--- src/rtl/nibble_counter_ctrl.sv ---
// 4-bit up/down/load/auto counter feeding the 7-segment nibble decoder (a = MSB).
// Optional BCD_WRAP_EN macro restricts the count range to 0..9 and clamps loads above 9.
module nibble_counter_ctrl #(
  parameter int DEBOUNCE_CYCLES = 500000,
  parameter int AUTO_DIV        = 50000000
) (
  input  logic       clk,
  input  logic       rst,
  input  logic       btn_up,
  input  logic       btn_dn,
  input  logic       btn_ld,
  input  logic [3:0] sw,
  input  logic       auto_en,
  output logic       a,
  output logic       b,
  output logic       c,
  output logic       d,
  output logic       wrap
);

  localparam int CW = $clog2(DEBOUNCE_CYCLES);
  localparam int PW = $clog2(AUTO_DIV);
  localparam logic [CW-1:0] DEB_LAST = CW'(DEBOUNCE_CYCLES - 1);
  localparam logic [PW-1:0] PRE_LAST = PW'(AUTO_DIV - 1);
`ifdef BCD_WRAP_EN
  localparam logic [3:0] MAX_COUNT = 4'd9;
`else
  localparam logic [3:0] MAX_COUNT = 4'd15;
`endif

  typedef enum logic {MANUAL, AUTO} mode_e;

  logic [2:0]    raw;
  logic [2:0]    sync1_q, sync1_d, sync2_q, sync2_d;
  logic [2:0]    stable_q, stable_d, stable_dly_q, stable_dly_d;
  logic [2:0]    armed_q, armed_d;
  logic [2:0]    pulse;
  logic [CW-1:0] deb_cnt_q [3];
  logic [CW-1:0] deb_cnt_d [3];
  logic [CW-1:0] arm_cnt_q [3];
  logic [CW-1:0] arm_cnt_d [3];

  mode_e         mode_q, mode_d;
  logic [PW-1:0] presc_q, presc_d;
  logic          tick;
  logic [3:0]    count_q, count_d, load_val;
  logic          wrap_q, wrap_d;
  logic          up_p, dn_p, ld_p, inc, dec;

  assign raw = {btn_ld, btn_dn, btn_up};

  // A button only acts once it has been seen released for a full debounce window
  // after reset, so a press held through reset is ignored until pressed again.
  always_comb begin
    sync1_d      = raw;
    sync2_d      = sync1_q;
    stable_d     = stable_q;
    stable_dly_d = stable_q;
    armed_d      = armed_q;
    for (int i = 0; i < 3; i++) begin
      deb_cnt_d[i] = '0;
      arm_cnt_d[i] = arm_cnt_q[i];
      if (sync2_q[i] != stable_q[i]) begin
        if (deb_cnt_q[i] == DEB_LAST) stable_d[i] = sync2_q[i];
        else deb_cnt_d[i] = deb_cnt_q[i] + 1'b1;
      end
      if (!armed_q[i]) begin
        if (sync1_q[i] | sync2_q[i]) begin
          arm_cnt_d[i] = '0;
        end else if (arm_cnt_q[i] == DEB_LAST) begin
          armed_d[i]   = 1'b1;
          arm_cnt_d[i] = '0;
        end else begin
          arm_cnt_d[i] = arm_cnt_q[i] + 1'b1;
        end
      end
    end
  end

  assign pulse = stable_q & ~stable_dly_q & armed_q;
  assign up_p  = pulse[0];
  assign dn_p  = pulse[1];
  assign ld_p  = pulse[2];

  // Priority: load, then a lone up or down, then the auto tick (lost on any button pulse).
  always_comb begin
    mode_d  = auto_en ? AUTO : MANUAL;
    presc_d = '0;
    if (mode_d == AUTO && presc_q != PRE_LAST) presc_d = presc_q + 1'b1;
    tick = (mode_q == AUTO) && (presc_q == PRE_LAST);
`ifdef BCD_WRAP_EN
    load_val = (sw > MAX_COUNT) ? MAX_COUNT : sw;
`else
    load_val = sw;
`endif
    inc     = (up_p & ~dn_p) | (tick & ~up_p & ~dn_p);
    dec     = dn_p & ~up_p;
    count_d = count_q;
    wrap_d  = 1'b0;
    if (ld_p) begin
      count_d = load_val;
      presc_d = '0;
    end else if (inc) begin
      if (count_q == MAX_COUNT) begin
        count_d = 4'd0;
        wrap_d  = 1'b1;
      end else begin
        count_d = count_q + 4'd1;
      end
    end else if (dec) begin
      if (count_q == 4'd0) begin
        count_d = MAX_COUNT;
        wrap_d  = 1'b1;
      end else begin
        count_d = count_q - 4'd1;
      end
    end
  end

  always_ff @(posedge clk) begin
    if (rst) begin
      sync1_q      <= '0;
      sync2_q      <= '0;
      stable_q     <= '0;
      stable_dly_q <= '0;
      armed_q      <= '0;
      for (int i = 0; i < 3; i++) begin
        deb_cnt_q[i] <= '0;
        arm_cnt_q[i] <= '0;
      end
      mode_q  <= MANUAL;
      presc_q <= '0;
      count_q <= '0;
      wrap_q  <= 1'b0;
    end else begin
      sync1_q      <= sync1_d;
      sync2_q      <= sync2_d;
      stable_q     <= stable_d;
      stable_dly_q <= stable_dly_d;
      armed_q      <= armed_d;
      for (int i = 0; i < 3; i++) begin
        deb_cnt_q[i] <= deb_cnt_d[i];
        arm_cnt_q[i] <= arm_cnt_d[i];
      end
      mode_q  <= mode_d;
      presc_q <= presc_d;
      count_q <= count_d;
      wrap_q  <= wrap_d;
    end
  end

  assign {a, b, c, d} = count_q;
  assign wrap         = wrap_q;

endmodule

--- config.mk ---
export PLATFORM = sky130hd
export DESIGN_NAME = nibble_counter_ctrl
export DESIGN_NICKNAME = d
export VERILOG_FILES = /design/src/rtl/nibble_counter_ctrl.sv
export SDC_FILE = /design/constraint.sdc
export NUM_CORES = 1
export LEC_CHECK = 0
export ABC_AREA = 1
export ABC_CLOCK_PERIOD_IN_PS = 4400
export BUFFER_PORTS_ARGS = -buffer_cell sky130_fd_sc_hd__buf_4
export CELL_PAD_IN_SITES_DETAIL_PLACEMENT = 0
export CELL_PAD_IN_SITES_GLOBAL_PLACEMENT = 2
export CORE_AREA = 2 2 142 144
export CTS_BUF_LIST = sky130_fd_sc_hd__clkbuf_8
export DETAILED_ROUTE_END_ITERATION = 10
export DIE_AREA = 0 0 144 146
export PLACE_DENSITY_LB_ADDON = 0.3
export SLEW_MARGIN = 5
export SYNTH_ARGS = -nofsm -noshare
export SYNTH_HDL_FRONTEND = slang
export SYNTH_SLANG_ARGS = --single-unit
--- constraint.sdc ---
create_clock -name clk -period 4.4 [get_ports clk]
set_input_delay 0.66 -clock clk [delete_from_list [all_inputs] [get_ports clk]]
set_output_delay 0.66 -clock clk [all_outputs]
set_load 0.01 [all_outputs]
==> report_table.html <==
<table>
<tr><th>Metric</th><th>Value</th></tr>
<tr><th colspan="2">Logic synthesis</th></tr>
<tr><td>Post-synth EDFFs</td><td>0</td></tr>
<tr><td>Netlist Area Pre-Place</td><td>7910 sq um</td></tr>
<tr><td>Post-Synthesis Net Count</td><td>1125</td></tr>
<tr><td>Instance count of the mapped netlist</td><td>1105</td></tr>
<tr><td>Share of synthesized registers carrying an async set or reset</td><td>0%</td></tr>
<tr><td>Netlist cell types</td><td>48</td></tr>
<tr><td>Sequential cell area fraction in the yosys report</td><td>just over 40%</td></tr>
<tr><td>Predominant post-synthesis flop cell</td><td>dfxtp_1</td></tr>
<tr><td>Fraction of synthesized cell area taken by the top area cell type</td><td>approximately 41%</td></tr>
<tr><td>Average size of a mapped cell</td><td>roughly 7.2 sq um</td></tr>
<tr><td>Top cells by area, synth</td><td>dfxtp_1 41%, nand2_1 10%, nor2_1 8.8%</td></tr>
<tr><td>FF+latch count, synth</td><td>~160</td></tr>
<tr><td>Largest area contributor in the netlist</td><td>dfxtp_1</td></tr>
<tr><td>Synth warnings</td><td>0</td></tr>
<tr><th colspan="2">Floorplan</th></tr>
<tr><td>Die Ht</td><td>146 um</td></tr>
<tr><td>Die area</td><td>21000 sq um</td></tr>
<tr><td>Overall die width</td><td>144 um</td></tr>
<tr><td>Effective utilization at floorplan</td><td>40.9%</td></tr>
<tr><td>Top-Level Pins</td><td>15</td></tr>
<tr><td>Core Region</td><td>19300 sq um</td></tr>
<tr><td>Site row count</td><td>51</td></tr>
<tr><th colspan="2">Worst setup path</th></tr>
<tr><td>R2R depth</td><td>6</td></tr>
<tr><td>Critical path arrival</td><td>between 2 and 3 ns</td></tr>
<tr><td>Reg2reg end</td><td>presc_q[11]</td></tr>
<tr><td>Critical path class</td><td>reg -&gt; reg</td></tr>
<tr><td>Worst setup startpoint</td><td>armed_q[2]</td></tr>
<tr><td>Largest fanout on the critical path</td><td>23</td></tr>
<tr><td>Last element of the critical path</td><td>presc_q[11]</td></tr>
<tr><td>Category of the worst setup path launch point</td><td>flip-flop</td></tr>
<tr><td>Required time at the worst-slack endpoint</td><td>4.75 ns</td></tr>
<tr><td>Launch instance of the worst register-to-register path</td><td>armed_q[2]</td></tr>
<tr><td>Flop-to-flop setup slack</td><td>1.84 ns</td></tr>
<tr><td>Element type at the critical path end</td><td>flip-flop</td></tr>
<tr><th colspan="2">Power</th></tr>
<tr><td>Standby leakage power</td><td>3.11 nW</td></tr>
<tr><td>Worst supply voltage drop on vdd</td><td>0.172 mV</td></tr>
<tr><td>Pwr dens</td><td>306 nW/um^2</td></tr>
<tr><th colspan="2">GRT</th></tr>
<tr><td>Vias in the first global route</td><td>6262</td></tr>
<tr><td>First-pass GRT wire length</td><td>28.7 mm</td></tr>
<tr><td>Total global routing overflow</td><td>0</td></tr>
<tr><td>Gr usage total</td><td>16.6%</td></tr>
<tr><td>Largest net degree at the start of global routing</td><td>24</td></tr>
<tr><td>Antenna violations before repair</td><td>0</td></tr>
<tr><th colspan="2">STA</th></tr>
<tr><td>Final critical-path share of the clock period</td><td>between 50% and 60%</td></tr>
<tr><td>Final setup margin</td><td>1.84 ns</td></tr>
<tr><td>Final setup vio count</td><td>0</td></tr>
<tr><td>Relative max-transition margin</td><td>43.9%</td></tr>
<tr><td>Unrepaired setup endpoints after global routing</td><td>false</td></tr>
<tr><td>Final min period</td><td>approximately 2.6 ns</td></tr>
<tr><td>Fin. max-slew vios</td><td>0</td></tr>
<tr><td>Final total negative setup slack</td><td>0 ns</td></tr>
<tr><td>Highest clock frequency the design can meet</td><td>391 MHz</td></tr>
<tr><td>Worst Tran Pin Value</td><td>0.839 ns</td></tr>
<tr><td>Endpoints failing hold</td><td>0</td></tr>
<tr><td>Worst setup skew after layout</td><td>0.0138 ns</td></tr>
<tr><th colspan="2">CTS</th></tr>
<tr><td>Post-CTS setup buffer count</td><td>0</td></tr>
<tr><td>Clock Tree Root</td><td>clkbuf_8</td></tr>
<tr><td>Sinks on the clock net</td><td>161</td></tr>
<tr><td>Number of buffers inserted during clock tree synthesis</td><td>17</td></tr>
<tr><td>Count of hold-fix buffers inserted at cts</td><td>0</td></tr>
<tr><td>Number of resized instances in the post-cts repair step</td><td>0</td></tr>
<tr><td>Clk Latency, worst-skew pair</td><td>~0.45 ns</td></tr>
<tr><td>Clock H-tree levels</td><td>4</td></tr>
<tr><td>Maximum clock insertion buffer count</td><td>2</td></tr>
<tr><td>Clock transition at the registers of the reported paths</td><td>0.08 ns</td></tr>
<tr><td>TritonCTS clock tree</td><td>done</td></tr>
<tr><th colspan="2">Drt</th></tr>
<tr><td>Drt first pass iters</td><td>4</td></tr>
<tr><td>DRC marker count from the first detailed-route iteration</td><td>261</td></tr>
<tr><td>Antenna viol nets, final</td><td>0</td></tr>
<tr><td>Number of design rule violations left after detail routing</td><td>0</td></tr>
<tr><td>Detailed-route via count</td><td>6582</td></tr>
<tr><td>Final routed wire length divided by cell count</td><td>around 12 um</td></tr>
<tr><td>Total Routed Length</td><td>16.3 mm</td></tr>
<tr><td>Vias per cell</td><td>about 4.7</td></tr>
<tr><th colspan="2">Hold path</th></tr>
<tr><td>Worst min path class</td><td>in -&gt; reg</td></tr>
<tr><th colspan="2">Finish</th></tr>
<tr><td>Layout overhead on the synthesized area</td><td>9.10%</td></tr>
<tr><td>Share of final-layout standard cells stronger than drive strength 1</td><td>roughly 8.7%</td></tr>
<tr><td>Final standard cell utilization of the core</td><td>between 40 and 50%</td></tr>
<tr><td>Most frequent standard cell in the layout excluding fill and tap cells</td><td>nand2_1</td></tr>
<tr><td>Filler instances</td><td>2063</td></tr>
<tr><td>Net total in the final layout</td><td>1141</td></tr>
<tr><td>Area of the multi-input gates</td><td>roughly 4000 sq um</td></tr>
<tr><td>Area used by sequential logic in the layout</td><td>3220 sq um</td></tr>
<tr><td># diodes</td><td>0</td></tr>
<tr><td>Most used cells in the layout excluding fill and tap cells</td><td>216 x nand2_1, 186 x nor2_1, 161 x dfxtp_1, 136 x inv_1</td></tr>
<tr><th colspan="2">Place</th></tr>
<tr><td>Half-perimeter wire length after detailed placement</td><td>12.1 mm</td></tr>
<tr><td>Worst setup timing slack at the placement stage</td><td>1.74 ns</td></tr>
<tr><td>Routability congestion estimate</td><td>0.758</td></tr>
<tr><td>Buffers added on ports</td><td>14</td></tr>
<tr><th colspan="2">Flow run</th></tr>
<tr><td>Max capacitance violation total</td><td>0</td></tr>
<tr><th colspan="2">Outcome</th></tr>
<tr><td>Result of the run</td><td>complete, no violations</td></tr>
</table>
-- state kept, by name, indices dropped and copies added (netlist names) --
register and count:
count_q 4, presc_q 26, deb_cnt_q 57, sync2_q 3
mode_q 1, stable_dly_q 3, arm_cnt_q 57, wrap 1
armed_q 3, sync1_q 3, stable_dly_d 3
-- through the flow --
step	power [mW]	cells	instance area (sq um)	hold WS, ns
2_1_floorplan	1.55	1105	7910	0.403
3_5_place_dp	1.57	1367	8230	0.417
4_1_cts	2.69	1397	8630	0.382
5_1_grt	2.77	1397	8630	0.396
3_3_place_gp	1.57	1367	8230	0.412
6_report	2.64	1397	8630	0.413
-- logic make-up (layout without fill, tap and decap cells) --
| family | count (synthesis) | in the layout | synth area share (%) |
|---|---|---|---|
| AO/OA/AOI/OAI | 83 | 83 | 5.85 |
| flip-flops | 161 | 161 | 40.7 |
| buffers and inverters | 161 | 188 | 8.29 |
| XOR/XNOR | 53 | 53 | 5.87 |
| adder cells (fa/ha/maj) | 10 | 10 | 1.58 |
| AND/OR/NAND/NOR | 637 | 637 | 37.7 |
-- worst max-delay path, cell delays in order (launching register included) --
cell and delay (ns):
dfxtp_1 0.58, inv_1 0.37, nor3_4 0.39, nor3_1 0.08, nand2_1 0.63, inv_1 0.19
and3_1 0.21
-- metal layers --
| metal | global-route usage [%] | vias up | wire length (um) | part of all wire [%] |
|---|---|---|---|---|
| li1 | - | 3575 | - | - |
| met1 | 22.4 | 2935 | 8270 | 51 |
| met2 | 26.4 | 54 | 7380 | 45 |
| met3 | 3.95 | 18 | 433 | 2.7 |
| met4 | 4.95 | 0 | 227 | 1.4 |
| met5 | 0 | - | 0 | 0 |
-- Yosys cell counts, types with 12 or more instances --
cell type  instances
nor3b_1           20
a21oi_1           49
nor4_1            15
xnor2_1           12
nor3_1            56
nand3_1           56
o21ai_0           15
nand4_1           36
nor2_1           186
xor2_1            41
nand2_1          216
dfxtp_1          161
inv_1            132
nor2_2            17
-- worst min-delay path by stage --
stage,start,to,slack [ns],depth (start not counted)
after floorplan,sync1_q[0],sync2_q[0],0.40,2
after global placement,sync1_q[1],sync2_q[1],0.41,2
after detailed placement,sync1_q[1],sync2_q[1],0.42,2
after CTS,btn_dn,sync1_q[1],0.38,3
after global routing,btn_up,sync1_q[0],0.40,3
final,btn_dn,sync1_q[1],0.41,3
-- layout make-up --
type                            count  share of cell area (%)
Multi-Input combinational cell    783                    46.7
Clock inverter                     10                    1.39
Tap cell                          265                    3.84
Sequential cell                   161                    37.3
Inverter                          144                    6.29
Clock buffer                       20                    3.19
Timing Repair Buffer               14                    1.22
-- power breakdown --
group	switching, mW	total (mW)	internal, mW
combinational	0.0412	0.0593	0.0180
sequential	0.00758	1.47	1.47
clock	0.523	1.11	0.590
total	0.572	2.64	2.07
Note: power is estimated with default switching activity, not from simulation.
